`src/rtl/fft_pkg.sv`:
```
// Shared widths, rounding constant, complex sample type and the DW saturation helper
// for the twiddle multiplier datapath.
package fft_pkg;

    localparam int DW   = 11;
    localparam int TW   = 16;
    localparam int FRAC = TW - 1;
    localparam int MW   = DW + TW;
    localparam int PW   = DW + TW + 1;
    localparam int SW   = PW - FRAC;

    localparam logic signed [PW-1:0] RND    = PW'(2 ** (FRAC - 1));
    localparam logic signed [SW-1:0] SAT_HI = SW'(2 ** (DW - 1) - 1);
    localparam logic signed [SW-1:0] SAT_LO = ~SAT_HI;

    typedef struct packed {
        logic [DW-1:0] re;
        logic [DW-1:0] im;
    } cplx_t;

    function automatic logic signed [DW-1:0] saturate_dw(input logic signed [SW-1:0] v);
        logic signed [SW-1:0] c;
        if (v > SAT_HI)
            c = SAT_HI;
        else if (v < SAT_LO)
            c = SAT_LO;
        else
            c = v;
        return c[DW-1:0];
    endfunction

endpackage

```
`src/rtl/fft_round_sat.sv`:
```
// Round-half-up by 2^(TW-2), arithmetic shift by TW-1, then clamp one component to DW bits.
module fft_round_sat
    import fft_pkg::*;
(
    input  logic signed [PW-1:0] p_i,
    output logic signed [DW-1:0] y_o
);

    logic signed [PW-1:0] rnd;
    logic signed [SW-1:0] shifted;

    // PW bits leave headroom for the largest |product| plus the rounding constant
    assign rnd     = p_i + RND;
    assign shifted = SW'(rnd >>> FRAC);
    assign y_o     = saturate_dw(shifted);

endmodule

```
`src/rtl/fft_twiddle_mult.sv`:
```
// Three-stage pipelined complex multiply Y = A * W with rounding and saturation to DW.
module fft_twiddle_mult
    import fft_pkg::*;
(
    input  logic              clk,
    input  logic              rst,
    input  logic [2*DW-1:0]   A,
    input  logic [TW-1:0]     WR,
    input  logic [TW-1:0]     WI,
    input  logic              in_valid,
    output logic [2*DW-1:0]   Y,
    output logic              out_valid
);

    cplx_t a_in;
    assign a_in = A;

    logic signed [DW-1:0] ar_q, ai_q;
    logic signed [TW-1:0] wr_q, wi_q;
    logic signed [MW-1:0] p_rr_q, p_ii_q, p_ri_q, p_ir_q;
    logic signed [MW-1:0] p_rr_d, p_ii_d, p_ri_d, p_ir_d;
    logic signed [PW-1:0] pr_d, pi_d;
    logic signed [DW-1:0] yr_d, yi_d, yr_q, yi_q;
    logic [2:0]           v_q;

    always_comb begin
        p_rr_d = MW'(ar_q) * MW'(wr_q);
        p_ii_d = MW'(ai_q) * MW'(wi_q);
        p_ri_d = MW'(ar_q) * MW'(wi_q);
        p_ir_d = MW'(ai_q) * MW'(wr_q);
        pr_d   = PW'(p_rr_q) - PW'(p_ii_q);
        pi_d   = PW'(p_ri_q) + PW'(p_ir_q);
    end

    fft_round_sat u_rs_re (.p_i(pr_d), .y_o(yr_d));
    fft_round_sat u_rs_im (.p_i(pi_d), .y_o(yi_d));

    // Data stages load unconditionally; only the valid shift register qualifies them.
    always_ff @(posedge clk or posedge rst) begin
        if (rst) begin
            ar_q   <= '0;
            ai_q   <= '0;
            wr_q   <= '0;
            wi_q   <= '0;
            p_rr_q <= '0;
            p_ii_q <= '0;
            p_ri_q <= '0;
            p_ir_q <= '0;
            yr_q   <= '0;
            yi_q   <= '0;
            v_q    <= '0;
        end else begin
            ar_q   <= a_in.re;
            ai_q   <= a_in.im;
            wr_q   <= WR;
            wi_q   <= WI;
            p_rr_q <= p_rr_d;
            p_ii_q <= p_ii_d;
            p_ri_q <= p_ri_d;
            p_ir_q <= p_ir_d;
            yr_q   <= yr_d;
            yi_q   <= yi_d;
            v_q    <= {v_q[1:0], in_valid};
        end
    end

    assign Y         = {yr_q, yi_q};
    assign out_valid = v_q[2];

endmodule

```
`config.mk`:
```
export PLATFORM = sky130hd
export DESIGN_NAME = fft_twiddle_mult
export DESIGN_NICKNAME = d
export VERILOG_FILES = /design/src/rtl/fft_pkg.sv /design/src/rtl/fft_round_sat.sv /design/src/rtl/fft_twiddle_mult.sv
export SDC_FILE = /design/constraint.sdc
export NUM_CORES = 2
export LEC_CHECK = 0
export BUFFER_PORTS_ARGS = -buffer_cell sky130_fd_sc_hd__buf_2
export CAP_MARGIN = 30
export CORE_ASPECT_RATIO = 1.1
export CORE_MARGIN = 5
export CORE_UTILIZATION = 30
export DETAILED_ROUTE_END_ITERATION = 6
export SYNTH_ARGS = -nofsm -noshare
export SYNTH_HDL_FRONTEND = slang
export SYNTH_SLANG_ARGS = --single-unit
```
`constraint.sdc`:
```
create_clock -name clk -period 7.78 [get_ports clk]
set_input_delay 1.556 -clock clk [delete_from_list [all_inputs] [get_ports clk]]
set_output_delay 1.556 -clock clk [all_outputs]
set_load 0.05 [all_outputs]
```
After elaboration in Yosys (flattened, before gate mapping)
Cells that the tools add are included.
{ "op_classes": {"add_sub_neg": 4, "mul": 4, "n_lt_le_gt_ge": 4, "muxes": 4} }
{ "ops": {"columns": ["cell", "n"], "rows": [
  ["multiplier 11 x 16 -> 27 bit", 4],
  ["adder 28 x 16 -> 28 bit (second input constant)", 2],
  ["2-to-1 mux 11 bit", 4],
  ["adder 27 x 27 -> 28 bit", 1],
  ["subtractor 27 x 27 -> 28 bit", 1],
  ["> comparator 13 x 11 -> 1 bit (second input constant)", 2],
  ["< comparator 13 x 11 -> 1 bit (second input constant)", 2]
]} }
{ "word_totals": {"regBits": 187, "in_bits": 57, "wordCells": 27} }

Logic depth before layout (Yosys ltp)
{ "logic_depth": {"word_depth": 5, "ltp_mapped": 22, "depth_no_buf": 21} }

Hierarchy
From an unflattened synthesis, not the netlist that was laid out.
{ "unflattened": {"cells_unflattened": 3611, "hier_area_um2": 33798.7} }
{ "modules_own_cells": {"columns": ["mod", "instances", "cells_each", "area_each_um2", "seq_area_each_um2"], "rows": [
  ["fft_twiddle_mult", 1, 3497, 32952.9, 4679.5],
  ["fft_round_sat", 2, 57, 422.9, 0.0]
]} }

Worst setup path after synthesis
No wires, ideal clock.
{ "synth_timing": {"path_kind": "register to register", "startpoint": "register ai_q[10]", "endpoint": "register p_ir_q[25]", "setup_time_ns": 0.080, "t_arrival_ns": 5.402, "setup_slack_ns": 2.298, "stages_incl_launch_ff": 21, "n_path_buf": 1, "path_cell_list": "dfrtp_1 -> clkinv_1 -> buf_1 -> nor2_1 -> fa_1 -> fa_1 -> fa_1 -> fa_1 -> inv_1 -> fa_1 -> inv_1 -> ha_1 -> a21o_1 -> a2111oi_0 -> a21oi_1 -> a31o_2 -> a31oi_2 -> o211ai_1 -> a21o_1 -> a21oi_1 -> xnor2_1"} }
{ "synth_between": {"elab_chain_len": 1} }
{ "synth_lines": {"columns": ["item", "line_no", "source"], "rows": [
  ["from (decl)", "fft_twiddle_mult.sv:18", "logic signed [DW-1:0] ar_q, ai_q;"],
  ["from (signal assigned)", "fft_twiddle_mult.sv:54", "ai_q <= a_in.im;"],
  ["multiplier 11 x 16 -> 27 bit", "fft_twiddle_mult.sv:30", "p_ir_d = MW'(ai_q) * MW'(wr_q);"],
  ["via p_ir_d[25]", "fft_twiddle_mult.sv:21", "logic signed [MW-1:0] p_rr_d, p_ii_d, p_ri_d, p_ir_d;"],
  ["to (signal assigned)", "fft_twiddle_mult.sv:60", "p_ir_q <= p_ir_d;"],
  ["to (decl)", "fft_twiddle_mult.sv:20", "logic signed [MW-1:0] p_rr_q, p_ii_q, p_ri_q, p_ir_q;"]
]} }
The timed path passes the listed nets, and every way through them passes these cells.

Worst setup path after layout
{ "layout_timing": {"startpoint": "register ar_q[10]", "endpoint": "register p_ri_q[25]"} }
{ "layout_between": {"elab_chain_len": 1} }
{ "layout_lines": {"columns": ["item", "line_no", "source"], "rows": [
  ["from (decl)", "fft_twiddle_mult.sv:18", null],
  ["from (signal assigned)", "fft_twiddle_mult.sv:53", "ar_q <= a_in.re;"],
  ["multiplier 11 x 16 -> 27 bit", "fft_twiddle_mult.sv:29", "p_ri_d = MW'(ar_q) * MW'(wi_q);"],
  ["via p_ri_d[25]", "fft_twiddle_mult.sv:21", null],
  ["to (signal assigned)", "fft_twiddle_mult.sv:59", "p_ri_q <= p_ri_d;"],
  ["to (decl)", "fft_twiddle_mult.sv:20", null]
]} }
The timed path passes the listed nets, and every way through them passes these cells.

==> key figures <==
Outcome
  – Run status: finished, final reports clean

Yosys
  – Total standard cell area after synthesis: 32880 µm²
  – Top post-synthesis cells by area: fa_1, dfrtp_1, ha_1, inv_1, and2_1
  – Mux cell area share after synthesis: 0.0003044
  – Synthesized area divided by synthesized cell count: 9.594 µm²
  – Share of the synthesized area in compound gates (AO/OA/AOI/OAI): 0.06450
  – Count of flip-flops with a built-in enable after synthesis: 0
  – Simple-gate share of the synthesized area: 0.1334
  – Async set-or-reset flop fraction in the synthesized netlist: 1.000
  – Most frequent cell after synthesis: inv_1
  – Post-synthesis xor/xnor area fraction: 0.03463
  – Area share of the leading cell type in the synthesized netlist: 0.3946
  – Count of unique library cells instantiated by Yosys: 70
  – Yosys top cell by area: fa_1
  – Adder-cell area share of the yosys netlist: 0.5201
  – Synth Instances: 3427
  – Yosys reg bits: 187
  – Sequential fraction of the synthesis area: 0.1423
  – Predominant post-synthesis flop cell: dfrtp_1
  – Top cells by instance count after synthesis: inv_1, fa_1, nand2_1
  – Post-synth net total: 4462
  – Largest family of logic cells by synthesized area: adder cells
  – Syn. warnings: 0

Timing
  – Final critical path time including I/O delays and setup: 6435 ps
  – Pins over their slew limit: 0
  – Final worst path period share: 0.8272
  – TNS Setup: 0 ps
  – Peak clock frequency supported by timing: 0.1554 GHz
  – Setup slack after layout: 1345 ps
  – Worst rel slew slack: 0.2954
  – Endpoints failing setup: 0
  – Hold violation count in the final report: 0
  – Skew final: 25.47 ps
  – Worst-margin pin slew: 1057 ps
  – Unrepaired setup endpoints after global routing: no

Clock network
  – Root buffer cell: clkbuf_16
  – Number of clock buffers inserted by TritonCTS: 17
  – Clock tree from TritonCTS: done
  – Maximum level of the CTS H-tree: 4
  – Clk Latency, worst-skew pair: 540 ps
  – CTS sink cnt: 187
  – Number of buffers on the longest clock path: 2
  – Post-CTS setup buffer count: 0
  – Clock edge transition at the registers on the reported setup and hold paths: 90 ps
  – Hold buffer count at CTS: 0
  – Post-cts sizing count: 0

Critical path
  – Maximum fanout along the worst path: 16
  – Critical path origin: ar_q[10]
  – Endpoint of the most critical setup path: p_ri_q[25]
  – Required time of the critical path: 8240 ps
  – Slowest cell on crit path: clkinv_1
  – Slowest cell delay on critical path: 610 ps
  – Most frequent CP cell: fa_1
  – Worst path arrival time: 6890 ps
  – Startpoint type of the worst setup path: flop
  – Startpoint of the worst register-to-register path: ar_q[10]
  – Type of destination of the critical path: flop
  – Minimum setup slack among reg-to-reg paths: 1340 ps
  – Worst R2R End: p_ri_q[25]
  – Number of cell instances on the worst register-to-register path: 19
  – Chain of cells forming the critical path: clkinv_1, buf_4, nor2_1, fa_1, fa_1, fa_1, fa_1, inv_1, fa_1, inv_1, ha_1, a21oi_1, a21boi_1, o211ai_1, a31oi_1, nor2b_1, o21a_1, o22ai_1, xnor2_1
  – Critical path type: flop to flop

Floorplanning
  – Die ar.: 116300 µm²
  – Die height: 357.2 µm
  – Core footprint: 109000 µm²
  – Chip width: 325.6 µm
  – Number of standard-cell rows in the floorplan: 127
  – Starting Density: 0.3016
  – I/O pin cnt: 80

Finish
  – Ratio of cells with drive above 1 in the final layout: 0.05350
  – Util after Layout: 0.3286
  – Number of nets in the finished design: 4480
  – Non-filler cells in the finished layout: 4882
  – Area growth syn-to-layout: 8.954%

GRT
  – Maximum number of pins on one net before global-route repair: 114
  – Global-route usage over all layers: 0.1367
  – Number of global-route vias before repair: 23932
  – Overflow left after global routing: 0
  – Initial antenna violation count: 11
  – First-pass GRT wire length: 126.5 mm

Hold path
  – Hold Path Class: flop to flop

Routing
  – Wire per inst: 15.36 µm
  – Number of vias in the routed layout: 22278
  – Initial DRC Count: 1041
  – Detailed-router iteration count before antenna repair: 6
  – Post-detailed-route via-to-cell ratio: 4.563
  – Total detailed-routing wirelength: 74.99 mm
  – Count of antenna-violating nets left after detailed routing: 0
  – Post-route DRC violation count: 0

Placement
  – Count of input and output buffers: 79
  – Detailed Place HPWL: 60.76 mm
  – Pre-CTS worst setup slack: 1378 ps
  – Final Wtd Congestion: 0.8021
  – Cell Count Post-Placement: 4837

Run
  – Max Cap Viol: 0
==> flip-flops by register name, indices dropped and copies added (netlist names) <==
register and cells:
ai_q 11, ar_q 11, p_ii_q 27, p_ir_q 27
p_ri_q 27, p_rr_q 27, v_q 3, wi_q 16
wr_q 16, yi_q 11, yr_q 11
==> logic make-up after synthesis <==
logic type,after synthesis
multiplexers,1
adder cells (fa/ha/maj),978
buffers and inverters,917
AND/OR/NAND/NOR,905
AO/OA/AOI/OAI,309
flip-flops,187
XOR/XNOR,130
==> per-layer routing <==
layer,wire [µm],GRT usage
met5,75,0
met4,1692,0.04610
met3,3044,0.02184
met2,38730,0.2413
met1,31450,0.1715
==> cell usage in the layout (no fill, tap or decap), types with 37 or more instances in the layout <==
master,synthesis,layout
a21o_1,49,49
a21oi_1,81,81
and2_1,291,291
buf_2,0,79
buf_4,0,37
dfrtp_1,187,187
fa_1,648,648
ha_1,330,330
inv_1,784,783
nand2_1,392,392
nor2_1,108,108
o21ai_0,54,54
xnor2_1,100,100
==> worst max-delay path: cells and delay by family, from the launching register on <==
| family | cells | cell delay [ps] |
|---|---|---|
| buffers and inverters | 4 | 1130 |
| XOR/XNOR | 1 | 140 |
| AO/OA/AOI/OAI | 6 | 1570 |
| AND/OR/NAND/NOR | 2 | 250 |
| flip-flops | 1 | 590 |
| adder cells (fa/ha/maj) | 6 | 2660 |
==> layout make-up <==
class	count	area, µm²
tap	1419	1775
timing repair buffer	130	1021
fill	11252	73180
multi-input combinational	2323	24760
antenna	5	12.51
sequential	187	4679
clock inverter	13	176.4
inverter	786	2958
clock buffer	19	442.9
==> metrics by stage <==
| step | instance area, µm² | hold WS (ps) |
|---|---|---|
| after floorplan | 32880 | 331.2 |
| after global placement | 34840 | 331.8 |
| after detailed placement | 35000 | 338.5 |
| after CTS | 35620 | 357.4 |
| after global routing | 35810 | 374.1 |
| final | 35820 | 353.9 |
==> how the worst min path moves through the flow <==
stage | startpoint | endpoint | cells after the start
after floorplan | v_q[0] | v_q[1] | 0
after global placement | v_q[0] | v_q[1] | 0
after detailed placement | v_q[1] | v_q[2] | 0
after CTS | v_q[1] | v_q[2] | 0
after global routing | v_q[1] | v_q[2] | 0
final | v_q[1] | v_q[2] | 0
Power is not shown: default switching activity piles up to over one toggle a cycle in this logic, so the estimate is an artifact.
